## config.mk

```make
export PLATFORM = sky130hd
export DESIGN_NAME = sync_cmd_exec
export DESIGN_NICKNAME = d
export VERILOG_FILES = /design/src/rtl/sync_cmd_exec.sv
export SDC_FILE = /design/constraint.sdc
export NUM_CORES = 2
export LEC_CHECK = 0
export CAP_MARGIN = 20
export CORE_ASPECT_RATIO = 0.6
export CORE_MARGIN = 3
export CORE_UTILIZATION = 58
export CTS_BUF_LIST = sky130_fd_sc_hd__clkbuf_4 sky130_fd_sc_hd__clkbuf_8
export CTS_CLUSTER_SIZE = 12
export DETAILED_ROUTE_END_ITERATION = 12
export PLACE_DENSITY = 0.93
export REMOVE_ABC_BUFFERS = 1
export SYNTH_ARGS = -nofsm -noshare
export SYNTH_HDL_FRONTEND = slang
export SYNTH_SLANG_ARGS = --single-unit
```

## constraint.sdc

```tcl
create_clock -name CLK -period 10.7 [get_ports CLK]
set_input_delay 2.675 -clock CLK [delete_from_list [all_inputs] [get_ports CLK]]
set_output_delay 2.675 -clock CLK [all_outputs]
set_load 0.05 [all_outputs]
```

## src/rtl/sync_cmd_exec.sv

```systemverilog
// sync_cmd_exec
// Command consumer and pulse sequencer for the transmitter path. It polls the
// command memory, keeps the earliest future command armed, and when system
// time reaches its start it plays blank1, N pulse periods (with an optional
// frequency sweep on the NCO word) and blank2, then asks for the next command.
//
// Ports
//   CLK, rst_n        clock, asynchronous active-low reset
//   TIME              64-bit system time, +1 per CLK, may jump
//   DATA_WR           one-cycle strobe qualifying all *_z command fields
//   FREQ_z/FREQ_STEP_z/FREQ_RATE_z/TYPE_impulse_z   sweep description
//   TIME_START_z      execution time of the command
//   N_impuls_z, Interval_Ti_z, Interval_Tp_z        pulse count / width / period
//   Tblank1_z, Tblank2_z                            pre- / post-blank lengths
//   REQ_COMM          one-cycle poll request
//   NCO_FREQ          current frequency word
//   IMP, BLANK, BUSY  pulse gate, blanking gate, train in progress
//   CMD_DONE          one-cycle pulse after the last busy cycle
//   CMD_LATE          one-cycle pulse for a stale command
module sync_cmd_exec #(
  parameter int unsigned POLL_CYC = 48
) (
  input  logic        CLK,
  input  logic        rst_n,
  input  logic [63:0] TIME,
  input  logic        DATA_WR,
  input  logic [47:0] FREQ_z,
  input  logic [47:0] FREQ_STEP_z,
  input  logic [31:0] FREQ_RATE_z,
  input  logic [63:0] TIME_START_z,
  input  logic [15:0] N_impuls_z,
  input  logic [1:0]  TYPE_impulse_z,
  input  logic [31:0] Interval_Ti_z,
  input  logic [31:0] Interval_Tp_z,
  input  logic [31:0] Tblank1_z,
  input  logic [31:0] Tblank2_z,
  output logic        REQ_COMM,
  output logic [47:0] NCO_FREQ,
  output logic        IMP,
  output logic        BLANK,
  output logic        BUSY,
  output logic        CMD_DONE,
  output logic        CMD_LATE
);

  localparam int unsigned   PW          = (POLL_CYC > 1) ? $clog2(POLL_CYC) : 1;
  localparam logic [PW-1:0] POLL_RELOAD = PW'(POLL_CYC - 1);

  localparam logic [2:0] S_POLL   = 3'd0;
  localparam logic [2:0] S_ARMED  = 3'd1;
  localparam logic [2:0] S_BLANK1 = 3'd2;
  localparam logic [2:0] S_PULSE  = 3'd3;
  localparam logic [2:0] S_GAP    = 3'd4;
  localparam logic [2:0] S_BLANK2 = 3'd5;
  localparam logic [2:0] S_DONE   = 3'd6;

  typedef struct packed {
    logic [63:0] start;
    logic [47:0] freq;
    logic [47:0] step;
    logic [31:0] rate;
    logic [15:0] n;
    logic [1:0]  mode;
    logic [31:0] ti;
    logic [31:0] tp;
    logic [31:0] tb1;
    logic [31:0] tb2;
  } cmd_t;

  cmd_t          armed, incoming;
  logic [2:0]    state, state_nxt;
  logic [31:0]   seg_cnt, seg_nxt;   // shared by blank segments and pulse periods
  logic [15:0]   n_left, n_nxt;      // periods still to run after the current one
  logic [31:0]   rate_cnt;
  logic [47:0]   nco;
  logic [PW-1:0] poll_cnt;
  logic          req, late_q;

  logic          in_poll, start_go, accept, stale;
  logic [31:0]   tp_eff, on_len, gap_len;
  logic [2:0]    period_entry, blank2_entry, pulses_entry, blank1_entry;
  logic          enter, per_end, per_start, first_per;

  assign incoming = '{start: TIME_START_z, freq: FREQ_z, step: FREQ_STEP_z,
                      rate: FREQ_RATE_z, n: N_impuls_z, mode: TYPE_impulse_z,
                      ti: Interval_Ti_z, tp: Interval_Tp_z,
                      tb1: Tblank1_z, tb2: Tblank2_z};

  assign in_poll  = (state == S_POLL) || (state == S_ARMED);
  assign start_go = (state == S_ARMED) && (TIME >= armed.start);
  // A start on this edge wins over a coincident command strobe.
  assign accept   = DATA_WR && in_poll && !start_go;
  assign stale    = (TIME_START_z <= TIME);

  // Period geometry; a pulse occupies the head of each period, gap the tail.
  assign tp_eff  = (armed.tp == 32'd0) ? 32'd1 : armed.tp;
  assign on_len  = (armed.ti < tp_eff) ? armed.ti : tp_eff;
  assign gap_len = tp_eff - on_len;

  // Zero-length segments are skipped by chaining to the next non-empty one.
  assign period_entry = (on_len != 32'd0)    ? S_PULSE  : S_GAP;
  assign blank2_entry = (armed.tb2 != 32'd0) ? S_BLANK2 : S_DONE;
  assign pulses_entry = (armed.n != 16'd0)   ? period_entry : blank2_entry;
  assign blank1_entry = (armed.tb1 != 32'd0) ? S_BLANK1 : pulses_entry;

  // NOTE: every combinational output gets a default first, so no path can
  // leave one unassigned and infer a latch.
  always_comb begin
    state_nxt = state;
    seg_nxt   = seg_cnt;
    n_nxt     = n_left;
    enter     = 1'b0;
    per_end   = 1'b0;
    case (state)
      S_POLL:   if (accept && !stale) state_nxt = S_ARMED;
      S_ARMED:  if (start_go) begin
                  state_nxt = blank1_entry;
                  enter     = 1'b1;
                  n_nxt     = armed.n - 16'd1;
                end
      S_BLANK1: if (seg_cnt == 32'd0) begin
                  state_nxt = pulses_entry;
                  enter     = 1'b1;
                  n_nxt     = armed.n - 16'd1;
                end else seg_nxt = seg_cnt - 32'd1;
      // With a gap, the counter leaves PULSE at gap_len; it only hits 0
      // inside PULSE when the period has no gap at all.
      S_PULSE:  if (seg_cnt == 32'd0) per_end = 1'b1;
                else begin
                  seg_nxt = seg_cnt - 32'd1;
                  if (seg_cnt == gap_len) state_nxt = S_GAP;
                end
      S_GAP:    if (seg_cnt == 32'd0) per_end = 1'b1;
                else seg_nxt = seg_cnt - 32'd1;
      S_BLANK2: if (seg_cnt == 32'd0) state_nxt = S_DONE;
                else seg_nxt = seg_cnt - 32'd1;
      S_DONE:   state_nxt = S_POLL;
      default:  state_nxt = S_POLL;
    endcase

    if (per_end) begin
      enter = 1'b1;
      if (n_left == 16'd0) state_nxt = blank2_entry;
      else begin
        state_nxt = period_entry;
        n_nxt     = n_left - 16'd1;
      end
    end

    per_start = enter && ((state_nxt == S_PULSE) || (state_nxt == S_GAP));
    first_per = per_start && !per_end;

    // Segment counters are loaded with length-1 and run down to 0.
    if (enter) begin
      case (state_nxt)
        S_BLANK1:      seg_nxt = armed.tb1 - 32'd1;
        S_BLANK2:      seg_nxt = armed.tb2 - 32'd1;
        S_PULSE, S_GAP: seg_nxt = tp_eff - 32'd1;
        default:       ;
      endcase
    end
  end

  // NOTE: all state updates use non-blocking assignments so every register
  // sees the pre-edge values of its neighbours, as the hardware does.
  always_ff @(posedge CLK or negedge rst_n) begin
    if (!rst_n) begin
      state    <= S_POLL;
      seg_cnt  <= '0;
      n_left   <= '0;
      rate_cnt <= '0;
      nco      <= '0;
      poll_cnt <= '0;
      req      <= 1'b0;
      late_q   <= 1'b0;
      // NOTE: the armed command is a plain register bank, cleared on reset so
      // nothing left over from before the reset can ever be started.
      armed    <= '0;
    end else begin
      state   <= state_nxt;
      seg_cnt <= seg_nxt;
      n_left  <= n_nxt;
      req     <= 1'b0;
      late_q  <= 1'b0;

      // Poll timer: request at 0, then reload; DONE rearms an immediate poll.
      if (state == S_DONE) poll_cnt <= '0;
      else if (in_poll) begin
        if (poll_cnt == '0) begin
          poll_cnt <= POLL_RELOAD;
          req      <= !start_go;
        end else poll_cnt <= poll_cnt - 1'b1;
      end

      // Earliest start wins while armed; ties replace the armed command.
      if (accept) begin
        if (stale) late_q <= 1'b1;
        else if ((state == S_POLL) || (TIME_START_z <= armed.start)) armed <= incoming;
      end

      // Sweep: reload on the first period (every period in mode 3), otherwise
      // step every `rate` cycles spent in PULSE/GAP, modulo 2^48.
      if (per_start && (first_per || (armed.mode == 2'd3))) begin
        nco      <= armed.freq;
        rate_cnt <= armed.rate - 32'd1;
      end else if (((state == S_PULSE) || (state == S_GAP)) && (armed.rate != 32'd0)) begin
        if (rate_cnt == 32'd0) begin
          rate_cnt <= armed.rate - 32'd1;
          case (armed.mode)
            2'd1, 2'd3: nco <= nco + armed.step;
            2'd2:       nco <= nco - armed.step;
            default:    ;
          endcase
        end else rate_cnt <= rate_cnt - 32'd1;
      end
    end
  end

  assign REQ_COMM = req;
  assign CMD_LATE = late_q;
  assign NCO_FREQ = nco;
  assign IMP      = (state == S_PULSE);
  assign BLANK    = (state == S_BLANK1) || (state == S_BLANK2);
  assign BUSY     = (state == S_BLANK1) || (state == S_PULSE) ||
                    (state == S_GAP)    || (state == S_BLANK2);
  assign CMD_DONE = (state == S_DONE);

endmodule

```

==> results.py <==
metrics = {
    "synth": {
        "yosysMostFrequentCell": "dfrtp_1",
        "seq_area_frac_synth_pct": 34.3,
        "yosysWarnings": 0,
        "ys.flop_type": "dfrtp_1",
        "yosys-top-cells-area": "dfrtp_1 (34%), ha_1 (11%), mux2_2 (11%)",
        "yosysTopAreaCell": "dfrtp_1",
        "synth_top_area_share_pct": 34.3,
        "synthesis.area_sq_mm": 0.0348,
        "synth_common_cells": "dfrtp_1 (477), mux2_2 (338), ha_1 (306), nor2_1 (288), a21oi_1 (255)",
        "synth_seq_cells": 477,
        "synth.distinct_cells": 95,
        "synth_edf_count": 0,
        "syn-mean-instance-area_sq_um": 9.19,
        "async_flop_share_pct": 100,
        "synthCells": 3790,
    },
    "placed_design": {
        "post_dp_cell_area_sq_mm": 0.0411,
        "post-place-ws_ns": 0.845,
        "dp_hpwl_microns": 94900,
        "placed_cells": 5007,
        "globalplace.congestion": 1.09,
        "io_buffers": 458,
    },
    "timing": {
        "finalWorstSetupSlack_ns": 0.0682,
        "hold_viol": 0,
        "fin_crit_sh_pct": 99.4,
        "max_slew_margin_pct": 21.2,
        "setup_tns_ns": 0,
        "drv_slew": 0,
        "fmax_mhz": 94.1,
        "tightest_slew_ns": 1.18,
        "rsz0062_at_grt": "no",
        "fin_crit_ns": 10.63,
        "finalSetupViolCount": 0,
        "clock_skew_ns": 0.0386,
    },
    "finish": {
        "fin_cells": 5146,
        "multiInputGateArea_sq_mm": 0.0214,
        "final_net_count": 5026,
        "drive_gt1_share_pct": 16.1,
        "utilization_pct": 73.2,
        "synthToLayoutAreaGrowth_pct": 22.8,
        "register_area_sq_mm": 0.0119,
        "fillers": 4081,
        "finalInstanceArea_sq_mm": 0.0428,
    },
    "clock_tree": {
        "path_clk_slew_ns": 0.07,
        "clkLatencyLatePin_ns": 0.71,
        "postCtsSetupRepairBufs": 0,
        "clk_path_buf_depth": 3,
        "numCtsBuffers": 74,
        "cts_root_buf": "clkbuf_8",
        "clock_sinks": 477,
        "cts.htree.levels": 3,
        "cts_tree": "yes",
    },
    "power": {
        "internal_power_mw": 2.94,
        "clkPwrFrac_pct": 45.0,
        "leakage_nw": 20.1,
        "netSwitchingFraction_pct": 24.5,
        "vdd.ir_drop.worst_mv": 0.0894,
        "pwr-share-seq_pct": 46.3,
        "power_density_mw_per_mm2": 91.1,
        "power_switching_mw": 0.957,
        "comb_power_share_pct": 8.7,
    },
    "global_routing": {
        "grt_usage_pct": 38.4,
        "grt_pass1_wl_microns": 189000,
        "globalRouteOverflowTotal": 0,
        "grt_max_degree": 151,
        "first_global_vias": 32200,
        "antenna_found_initial": 13,
    },
    "floorplan": {
        "die_area_sq_mm": 0.0631,
        "chipWidth_microns": 322,
        "die_h_microns": 196,
        "num_io_pins": 459,
        "rows": 68,
        "core_sq_mm": 0.0585,
        "start_util_pct": 59.6,
    },
    "worst_setup_path": {
        "r2r_end": "seg_cnt[27]",
        "startpoint": "armed[83]",
        "crit_path_max_fanout": 17,
        "worstSetupEndpoint": "seg_cnt[27]",
        "start_kind": "flip-flop",
        "cp_data_required_time_ns": 11.25,
        "worstPathArrival_ns": 11.18,
        "max_stage_delay_ns": 0.83,
        "crit_type": "flip-flop to flip-flop",
        "r2r_setup_slack_ns": 0.07,
        "cp-end-kind": "flip-flop",
        "r2r_cells": 32,
        "r2r-start": "armed[83]",
        "slowest_stage": "a221oi_1",
        "cpMostUsedCell": "buf_4",
    },
    "job": {
        "maxCapViolations": 0,
    },
    "route": {
        "drc": 0,
        "drt_iter0_markers": 4358,
        "routed_via_density": 6.55,
        "num_vias": 33700,
        "wire_per_inst_microns": 24.2,
        "drt-total-wl_microns": 124000,
        "dr.pass1.iters": 9,
        "ant_nets": 0,
    },
    "status": {
        "status": "complete, no violations",
    },
    "min_path": {
        "hp-class": "flip-flop to flip-flop",
    },
}
[worst max-delay path: cells and delay by family (launching register included)]
kind	cells	cell delay, ns
flip-flops	1	0.62
AND/OR/NAND/NOR	12	3.86
multiplexers	2	0.60
adder cells (fa/ha/maj)	2	0.65
buffers and inverters	6	1.34
AO/OA/AOI/OAI	10	3.36
[cells in the final DEF (no fill, tap or decap), drive strengths merged, types with 24 or more instances in the layout]
| master | instances |
|---|---|
| a211oi | 29 |
| a21o | 73 |
| a21oi | 256 |
| a31oi | 59 |
| buf | 161 |
| clkbuf | 114 |
| clkdlybuf4s50 | 457 |
| dfrtp | 477 |
| ha | 306 |
| inv | 232 |
| mux2 | 339 |
| mux2i | 39 |
| nand2 | 242 |
| nand2b | 50 |
| nand3 | 78 |
| nand4 | 85 |
| nor2 | 289 |
| nor2b | 38 |
| nor3 | 84 |
| nor4 | 73 |
| o211ai | 24 |
| o21ai | 222 |
| o221ai | 24 |
| or2 | 26 |
| or3 | 61 |
| xnor2 | 96 |
| xor2 | 106 |
[sequential cells by signal, summed over array words and instances (netlist names)]
name and cells:
state 3, CMD_LATE 1, seg_cnt 32, n_left 16, rate_cnt 32, REQ_COMM 1
poll_cnt 6, armed 338, NCO_FREQ 48
[layer usage]
metal / global-route usage, % / routed length, microns / vias up
met5: 0.920 / 170 / -
met4: 12.6 / 4420 / 14
met3: 16.0 / 18300 / 399
met2: 53.2 / 50400 / 2205
met1: 53.7 / 51200 / 16100
li1: - / - / 14900
[cells by family after synthesis]
| kind of cell | Yosys count | synth area share [%] |
|---|---|---|
| AOI/OAI and AO/OA | 880 | 16.3 |
| xor gates and xnor gates | 202 | 5.08 |
| adders and majority gates | 310 | 11.2 |
| buffers and inverters | 401 | 4.38 |
| DFF | 477 | 34.3 |
| muxes | 378 | 12.1 |
| and+or+nand+nor | 1142 | 16.8 |
[power by group through the flow]
| stage | logic (mW) | clock network, mW | registers (mW) |
|---|---|---|---|
| after floorplan | 0.0912 | 0 | 1.84 |
| after global placement | 0.323 | 0 | 1.84 |
| after detailed placement | 0.333 | 0 | 1.84 |
| after CTS | 0.338 | 1.77 | 1.80 |
| after global routing | 0.371 | 1.85 | 1.80 |
| final | 0.340 | 1.75 | 1.80 |
[layout make-up]
type	count	share of cell area (%)
Antenna cell	10	0.0585
Clock buffer	114	3.43
Clock inverter	15	0.389
Inverter	230	2.02
Multi-Input combinational cell	2912	50.1
Sequential cell	477	27.9
Tap cell	770	2.25
Timing Repair Buffer	618	13.8
[worst min-delay path by stage]
stage / startpoint / endpoint / slack (ns) / cells after the start
global route: armed[228] / NCO_FREQ[2] / 0.50 / 2
floorplan: rate_cnt[22] / rate_cnt[22] / 0.44 / 2
detailed placement: rate_cnt[22] / rate_cnt[22] / 0.46 / 2
global placement: armed[254] / NCO_FREQ[28] / 0.46 / 2
CTS: rate_cnt[22] / rate_cnt[22] / 0.48 / 2
finish: rate_cnt[22] / rate_cnt[22] / 0.49 / 2
[timing repair]
action                     4_1_cts  5_1_grt
setup endpoints to repair        0        3
hold buffers                     0        0
resized for setup                0        1
[stage by stage]
stage / hold WS, ns / power, mW
after floorplan: 0.443 / 1.93
after global placement: 0.455 / 2.16
after global routing: 0.497 / 4.02
final: 0.488 / 3.90
after CTS: 0.479 / 3.91
after detailed placement: 0.464 / 2.17
Power figures use the tool's default switching activity.
